`config.mk`:
```
export PLATFORM = sky130hd
export DESIGN_NAME = mc_sequencer
export DESIGN_NICKNAME = d
export VERILOG_FILES = /design/src/rtl/mc_sequencer.sv
export SDC_FILE = /design/constraint.sdc
export NUM_CORES = 1
export LEC_CHECK = 0
export ABC_AREA = 1
export CAP_MARGIN = 20
export CORE_MARGIN = 1.5
export CORE_UTILIZATION = 56
export CTS_CLUSTER_SIZE = 14
export DETAILED_ROUTE_END_ITERATION = 8
export GPL_TIMING_DRIVEN = 0
export PLACE_DENSITY = 0.92
export SYNTH_ARGS = -nofsm -noshare
export SYNTH_HDL_FRONTEND = slang
export SYNTH_SLANG_ARGS = --single-unit
```
`constraint.sdc`:
```
create_clock -name clk -period 3.44 [get_ports clk]
set_clock_uncertainty 0.05 [all_clocks]
set_input_delay 0.688 -clock clk [delete_from_list [all_inputs] [get_ports clk]]
set_output_delay 0.688 -clock clk [all_outputs]
set_load 0.03 [all_outputs]
```
`src/rtl/mc_sequencer.sv`:
```
// Multicycle RV32I control sequencer. Memory accesses use a req/ready handshake
// guarded by a stall watchdog; the core halts with a cause code until reset.
module mc_sequencer #(
    parameter int CNT_WIDTH      = 32,
    parameter int TIMEOUT_CYCLES = 255,
    parameter int WAIT_WIDTH     = 8
) (
    input  logic                 clk,
    input  logic                 reset_n,
    input  logic [6:0]           opcode,
    input  logic [2:0]           funct3,
    input  logic                 branch_taken,
    output logic                 imem_req,
    input  logic                 imem_ready,
    output logic                 dmem_req,
    input  logic                 dmem_ready,
    output logic                 pc_write,
    output logic                 ir_write,
    output logic                 reg_write,
    output logic                 dmem_wren,
    output logic                 pc_src,
    output logic [1:0]           alu_src_a,
    output logic [1:0]           alu_src_b,
    output logic [1:0]           writeback_mux,
    output logic                 halted,
    output logic [1:0]           halt_cause,
    output logic [2:0]           state,
    output logic [CNT_WIDTH-1:0] cycle_count,
    output logic [CNT_WIDTH-1:0] instret_count
);
    typedef enum logic [2:0] {
        S_FETCH     = 3'd0,
        S_DECODE    = 3'd1,
        S_EXECUTE   = 3'd2,
        S_EXEC2     = 3'd3,
        S_MEM       = 3'd4,
        S_WRITEBACK = 3'd5,
        S_HALT      = 3'd6
    } state_t;

    localparam logic [6:0] OP_R      = 7'b0110011;
    localparam logic [6:0] OP_I      = 7'b0010011;
    localparam logic [6:0] OP_LOAD   = 7'b0000011;
    localparam logic [6:0] OP_STORE  = 7'b0100011;
    localparam logic [6:0] OP_BRANCH = 7'b1100011;
    localparam logic [6:0] OP_JAL    = 7'b1101111;
    localparam logic [6:0] OP_JALR   = 7'b1100111;
    localparam logic [6:0] OP_LUI    = 7'b0110111;
    localparam logic [6:0] OP_AUIPC  = 7'b0010111;
    localparam logic [6:0] OP_SYSTEM = 7'b1110011;

    state_t                state_q, state_d;
    logic [1:0]            cause_q, cause_d;
    logic [WAIT_WIDTH-1:0] wait_q, wait_d, wait_inc;
    logic [CNT_WIDTH-1:0]  cyc_q, inst_q;
    logic                  timeout_hit;
    logic                  is_r, is_i, is_load, is_store, is_branch;
    logic                  is_jal, is_jalr, is_lui, is_auipc, is_system, is_legal;

    // funct3 only feeds external debug compares
    logic unused_funct3;
    assign unused_funct3 = ^funct3;

    assign is_r      = (opcode == OP_R);
    assign is_i      = (opcode == OP_I);
    assign is_load   = (opcode == OP_LOAD);
    assign is_store  = (opcode == OP_STORE);
    assign is_branch = (opcode == OP_BRANCH);
    assign is_jal    = (opcode == OP_JAL);
    assign is_jalr   = (opcode == OP_JALR);
    assign is_lui    = (opcode == OP_LUI);
    assign is_auipc  = (opcode == OP_AUIPC);
    assign is_system = (opcode == OP_SYSTEM);
    assign is_legal  = is_r | is_i | is_load | is_store | is_branch | is_jal |
                       is_jalr | is_lui | is_auipc | is_system;

    // wait_inc is the stall count including the current unready cycle
    assign wait_inc    = wait_q + WAIT_WIDTH'(1);
    assign timeout_hit = (TIMEOUT_CYCLES != 0) && (wait_inc == WAIT_WIDTH'(TIMEOUT_CYCLES));

    always_comb begin
        state_d       = state_q;
        cause_d       = cause_q;
        wait_d        = '0;
        imem_req      = 1'b0;
        dmem_req      = 1'b0;
        pc_write      = 1'b0;
        ir_write      = 1'b0;
        reg_write     = 1'b0;
        dmem_wren     = 1'b0;
        pc_src        = 1'b0;
        alu_src_a     = 2'b00;
        alu_src_b     = 2'b00;
        writeback_mux = 2'b00;
        unique case (state_q)
            S_FETCH: begin
                imem_req = 1'b1;
                if (imem_ready) begin
                    ir_write = 1'b1;
                    state_d  = S_DECODE;
                end else if (timeout_hit) begin
                    state_d = S_HALT;
                    cause_d = 2'b11;
                end else begin
                    wait_d = wait_inc;
                end
            end
            S_DECODE: begin
                if (!is_legal) begin
                    state_d = S_HALT;
                    cause_d = 2'b01;
                end else if (is_system) begin
                    state_d = S_HALT;
                    cause_d = 2'b10;
                end else if (is_lui) begin
                    state_d = S_WRITEBACK;
                end else begin
                    state_d = S_EXECUTE;
                end
            end
            S_EXECUTE: begin
                if (is_r) begin
                    alu_src_a = 2'b01;
                    alu_src_b = 2'b00;
                end else if (is_auipc || is_jal || is_branch) begin
                    alu_src_a = 2'b00;
                    alu_src_b = 2'b10;
                end else begin
                    alu_src_a = 2'b01;
                    alu_src_b = 2'b10;
                end
                if (is_branch)                state_d = S_EXEC2;
                else if (is_load || is_store) state_d = S_MEM;
                else                          state_d = S_WRITEBACK;
            end
            S_EXEC2: begin
                alu_src_a = 2'b01;
                alu_src_b = 2'b00;
                pc_write  = 1'b1;
                pc_src    = branch_taken;
                state_d   = S_FETCH;
            end
            S_MEM: begin
                dmem_req  = 1'b1;
                dmem_wren = is_store;
                if (dmem_ready) begin
                    if (is_store) begin
                        pc_write = 1'b1;
                        state_d  = S_FETCH;
                    end else begin
                        state_d = S_WRITEBACK;
                    end
                end else if (timeout_hit) begin
                    state_d = S_HALT;
                    cause_d = 2'b11;
                end else begin
                    wait_d = wait_inc;
                end
            end
            S_WRITEBACK: begin
                reg_write = 1'b1;
                pc_write  = 1'b1;
                pc_src    = is_jal | is_jalr;
                if (is_lui)                writeback_mux = 2'b10;
                else if (is_load)          writeback_mux = 2'b01;
                else if (is_jal || is_jalr) writeback_mux = 2'b11;
                else                       writeback_mux = 2'b00;
                state_d = S_FETCH;
            end
            S_HALT: begin
                state_d = S_HALT;
            end
            default: begin
                state_d = S_FETCH;
            end
        endcase
    end

    always_ff @(posedge clk) begin
        if (!reset_n) begin
            state_q <= S_FETCH;
            cause_q <= 2'b00;
            wait_q  <= '0;
            cyc_q   <= '0;
            inst_q  <= '0;
        end else begin
            state_q <= state_d;
            cause_q <= cause_d;
            wait_q  <= wait_d;
            if (state_q != S_HALT) cyc_q <= cyc_q + CNT_WIDTH'(1);
            if (pc_write)          inst_q <= inst_q + CNT_WIDTH'(1);
        end
    end

    assign halted        = (state_q == S_HALT);
    assign halt_cause    = cause_q;
    assign state         = state_q;
    assign cycle_count   = cyc_q;
    assign instret_count = inst_q;
endmodule

```
Yosys cells after proc, flatten, opt, wreduce, memory -nomap -nowiden:

Index checks and enable logic that the tools add are counted.

* register bits after elaboration: 77
* input port bits: 15
* output and inout bits: 83
* logic and storage cells: 86

* add/sub/neg operators: 3
* equal/unequal tests: 21
* muxes and demuxes: 39
* bitwise logic cells: 10
* reductions and logical operators: 8

Operators by type and width (count)
* 32-bit by 1-bit adder with 32-bit output, second input constant: 2
* 7-bit equality test, second input constant: 4
* 3-bit 2-to-1 mux: 8
* 8-bit 2-to-1 mux: 3
* 2-bit 2-to-1 mux: 11
* 7-bit by 6-bit equality test with 1-bit output, second input constant: 3
* 8-bit case mux with 2 select lines: 1
* 3-bit case mux with 5 select lines: 1
* 7-bit by 5-bit equality test with 1-bit output, second input constant: 2
* 1-bit 2-to-1 mux: 11
* 1-bit bitwise OR: 10
* 3-bit equality test, second input constant: 3
* 8-bit by 1-bit adder with 8-bit output, second input constant: 1
* 8-bit equality test, second input constant: 1
* 7-bit by 2-bit equality test with 1-bit output, second input constant: 1
* 3-bit by 2-bit equality test with 1-bit output, second input constant: 2
* 3-bit != test, second input constant: 2
* 1-bit case mux with 2 select lines: 3
* 2-bit case mux with 3 select lines: 1
* 1-bit logical OR: 4
* 2-bit != test, second input constant: 2
* 4-bit AND reduction: 1
* 3-bit by 1-bit equality test with 1-bit output, second input constant: 1
* 3-bit zero test: 1
* 2 further kinds: 2

Longest topological paths before layout:

* word-level depth: 12
* gate-level depth with buffers: 13
* depth with buffers taken out: 13

Worst setup path after synthesis:

No wires, ideal clock.

* path type: in2out
* from: in opcode[1]
* to: out alu_src_a[0]
* arrival: 1.871 ns
* data required time: 2.702 ns
* path slack: 0.831 ns
* cell stages on the path: 7
* buffers on the path: 0
* path through: nand2_1 > inv_1 > nand2_1 > nor2_1 > nor2_1 > o41ai_1 > o21ai_0

* longest elaborated chain between the ends: 6
* elaborated cells on any way between the ends: 9
* those cells by class: 4 x eq/ne; 3 x mux; 2 x reduce/logical

Ends and longest elaborated chain
* start: declaration: line 10 `input logic [6:0] opcode,`
* 7-bit by 5-bit equality test with 1-bit output or 7-bit equality test (tied branches): line 72, 69
* 1-bit logical OR (2 in series): line 125 `end else if (is_auipc || is_jal || is_branch) begin`
* 1-bit 2-to-1 mux: line 125
* 1-bit 2-to-1 mux *: line 122 `if (is_r) begin`
* 1-bit case mux with 2 select lines *: line 95 `unique case (state_q)`
* end: declaration: line 22 `output logic [1:0] alu_src_a,`

Every way passes the cells marked *; elsewhere a longest branch is shown, timed or not.

Worst setup path after layout:

* from: in opcode[5]
* to: out pc_src

* longest elaborated chain between the ends: 3
* elaborated cells on any way between the ends: 4
* those cells by class: 2 x eq/ne; 1 x mux; 1 x bitwise

Ends and longest elaborated chain
* 7-bit equality test, on equally long branches: line 69, 70
* 1-bit bitwise OR *: line 163 `pc_src = is_jal | is_jalr;`
* 1-bit case mux with 2 select lines *: line 95
* end: declaration: line 21 `output logic pc_src,`

Marks and branches as above.

==> flow_summary.json <==
{
  "worst_slew_pin_slew_ns": 0.684,
  "slowest_stage": "clkdlybuf4s50_1",
  "synthTopCellsByArea": "dfxtp_1 (33%), nand2_1 (17%), nor2_1 (8.0%)",
  "start_util_pct": 58.8,
  "die_w_um": 93.8,
  "r2r-end": "instret_count[18]$_SDFFE_PN0P_",
  "maxCapViolCount": 0,
  "clk_pin_slew_ns": 0.09,
  "slowest_delay_ns": 0.69,
  "drive_gt1_share_pct": 7.99,
  "grt_pass1_wl_mm": 22.3,
  "hold_buffers": 0,
  "timing.hold.ws_ns": 0.412,
  "end_kind": "output port",
  "yosysTopAreaCell": "dfxtp_1",
  "setup_viol": 0,
  "holdCritPathClass": "flip-flop to flip-flop",
  "status": "finished clean",
  "final_nets": 840,
  "rrSetupSlack_ns": 1.32,
  "start_kind": "input pin",
  "place_hpwl_mm": 10.4,
  "grt_pass1_vias": 4951,
  "cp_data_required_time_ns": 2.70,
  "cp_max_fo": 7,
  "hold_violations": 0,
  "period_minus_slack_ns": 3.26,
  "track_usage_pct": 32.2,
  "pre_cts_ws_ns": -0.200,
  "reg2reg_depth": 9,
  "multi_input_area_mm2": 0.00262,
  "gp_congestion": 0.960,
  "fin_crit_sh_pct": 94.8,
  "diodes": 0,
  "rsz0062_at_grt": "false",
  "antenna_found_initial": 0,
  "timing.final.ws_setup_ns": 0.178,
  "synth_area_per_cell_um2": 6.43,
  "grt_max_degree": 16,
  "max-vdd-ir-drop_v": 0.000218,
  "fill_cells": 653,
  "wl_per_cell_um": 14.6,
  "async_flop_share_pct": 0,
  "cts_buffers": 9,
  "route.detailed.drc": 0,
  "die_height_um": 93.8,
  "synth_warnings": 0,
  "cts_tree": "done",
  "netlist-cell-type-count": 44,
  "cp-startpoint": "opcode[5]",
  "cts_setup_buffers": 0,
  "ys.flop_type": "dfxtp_1",
  "ant_nets": 0,
  "io_pins": 98,
  "rows": 32,
  "vias_per_cell": 5.51,
  "dr.pass1.iters": 5,
  "cts-root-buf": "clkbuf_8",
  "cp.arrival_ns": 2.52,
  "synth-edff-count": 0,
  "syn_area_mm2": 0.00461,
  "crit_type": "input pin to output port",
  "clock_path_buffers": 2,
  "clk-insertion-delay-late_ns": 0.38,
  "slew_viol_final": 0,
  "dr_total_vias": 5110,
  "dieArea_mm2": 0.00879,
  "grt_overflow": 0,
  "ys_seq_area_share_pct": 33.4,
  "fp.coreArea_mm2": 0.00785,
  "cts_sinks": 77,
  "crit_end": "pc_src",
  "synth-seq-cells": 77,
  "drt_iter0_markers": 285,
  "fmaxAchievable_mhz": 307,
  "yosysTopAreaCellShare_pct": 33.4,
  "fin_area_mm2": 0.00584,
  "place_area_mm2": 0.00566,
  "p_leak_nw": 2.15,
  "htree_levels": 3,
  "r2r_start": "instret_count[0]$_SDFFE_PN0P_",
  "netlist_instances": 718,
  "path_cells": "clkdlybuf4s50_1 -> nand2_1 -> nor2_1 -> nand2_1 -> o22ai_1 -> clkdlybuf4s50_1",
  "fin_tns_setup_ns": 0,
  "area_growth_pct": 26.5,
  "port_buffers": 91,
  "finalWirelength_mm": 13.6,
  "p_per_area_mw_per_mm2": 400,
  "slew_headroom_pct": 54.4,
  "ff_latch_area_mm2": 0.00154
}
==> cells in the mapped netlist, types with 6 or more instances <==
cell type  instances
nand2_1          207
nor3_1            30
nand2_2            7
nand3_1           33
inv_1             80
xor2_1            18
a21oi_1           53
nand3b_1           6
nand4_1           18
inv_2              8
nor2_1            98
dfxtp_1           77
o21ai_0           20
==> flip-flops by register name, indices dropped and copies added (netlist names) <==
name,count
cycle_count,32
halt_cause,2
instret_count,32
state,3
wait_q,8
==> logic make-up after synthesis <==
logic type               after synthesis  synth area share (%)
AO/OA/AOI/OAI                         92                  11.3
XOR/XNOR                              21                  3.99
adder cells (fa/ha/maj)                4                  1.08
buffers and inverters                104                  9.79
flip-flops                            77                  33.4
other                                  1                0.0813
AND/OR/NAND/NOR                      419                  40.3
==> power breakdown <==
group          internal (mW)  total (mW)  switching, mW
Clock                  0.271       0.664          0.394
Combinational          0.246       0.680          0.434
Sequential             0.929       0.992         0.0623
Total                   1.45        2.34          0.890
==> layout by cell type (no fill, tap or decap), types with 3 or more instances in the layout <==
| master | instances |
|---|---|
| inv_2 | 8 |
| nor3_1 | 30 |
| a21oi_1 | 53 |
| nor2_4 | 5 |
| o22ai_1 | 3 |
| nor3_2 | 4 |
| buf_4 | 4 |
| clkbuf_8 | 9 |
| clkinv_4 | 3 |
| o21a_1 | 3 |
| o21ai_0 | 20 |
| nand4_1 | 18 |
| ha_1 | 4 |
| inv_1 | 80 |
| a21oi_2 | 5 |
| xnor2_1 | 3 |
| nor2_1 | 98 |
| nand3_1 | 33 |
| nor2_2 | 3 |
| dfxtp_1 | 77 |
| nand2_2 | 7 |
| clkdlybuf4s50_1 | 87 |
| nand3b_1 | 6 |
| nand2_1 | 207 |
| clkbuf_1 | 3 |
| xor2_1 | 18 |
| buf_1 | 3 |
==> metal layers <==
| metal | share of wire, % | track usage [%] | up-vias | routed length [um] |
|---|---|---|---|---|
| li1 | - | - | 2502 | - |
| met1 | 42 | 38.5 | 2347 | 5660 |
| met2 | 48 | 55.3 | 211 | 6560 |
| met3 | 6.3 | 5.02 | 50 | 852 |
| met4 | 3.6 | 16.8 | 0 | 488 |
| met5 | 0 | 0 | - | 0 |
==> worst min path at each step <==
stage	from	endpoint	slack [ns]	depth (start not counted)
after floorplan	wait_q[0]$_SDFF_PN0_	wait_q[0]$_SDFF_PN0_	0.39	1
after global placement	halt_cause[1]$_SDFFE_PN0P_	halt_cause[1]$_SDFFE_PN0P_	0.39	2
after detailed placement	halt_cause[0]$_SDFFE_PN0P_	halt_cause[0]$_SDFFE_PN0P_	0.40	2
after CTS	halt_cause[0]$_SDFFE_PN0P_	halt_cause[0]$_SDFFE_PN0P_	0.41	2
after global routing	halt_cause[0]$_SDFFE_PN0P_	halt_cause[0]$_SDFFE_PN0P_	0.43	2
final	halt_cause[0]$_SDFFE_PN0P_	halt_cause[0]$_SDFFE_PN0P_	0.41	2
==> critical path: cells and delay by family <==
kind | cells | cell delay, ns
buf+inv | 2 | 1.32
simple gates | 3 | 0.35
compound gates | 1 | 0.16
==> layout make-up <==
class | count | share of cell area [%]
Buffer | 15 | 1.97
Clock inverter | 7 | 1.01
Sequential cell | 77 | 26.4
Clock buffer | 9 | 2.12
Inverter | 89 | 5.77
Timing Repair Buffer | 91 | 15.6
Multi-Input combinational cell | 538 | 45.0
Tap cell | 102 | 2.19
==> metrics by stage <==
step           utilization [%]  power, mW  instances
2_1_floorplan                -       1.45        719
3_3_place_gp              72.1       1.67        912
3_5_place_dp              72.1       1.69        912
4_1_cts                   74.4       2.32        928
5_1_grt                   74.4       2.43        928
6_report                  74.4       2.34        928
==> timing repair <==
item | in CTS | in global routing
endpoints found under the hold margin | 0 | 0
resized for setup | 2 | 4
setup endpoints to repair | 2 | 3
Note: power is estimated with default switching activity, not from simulation.
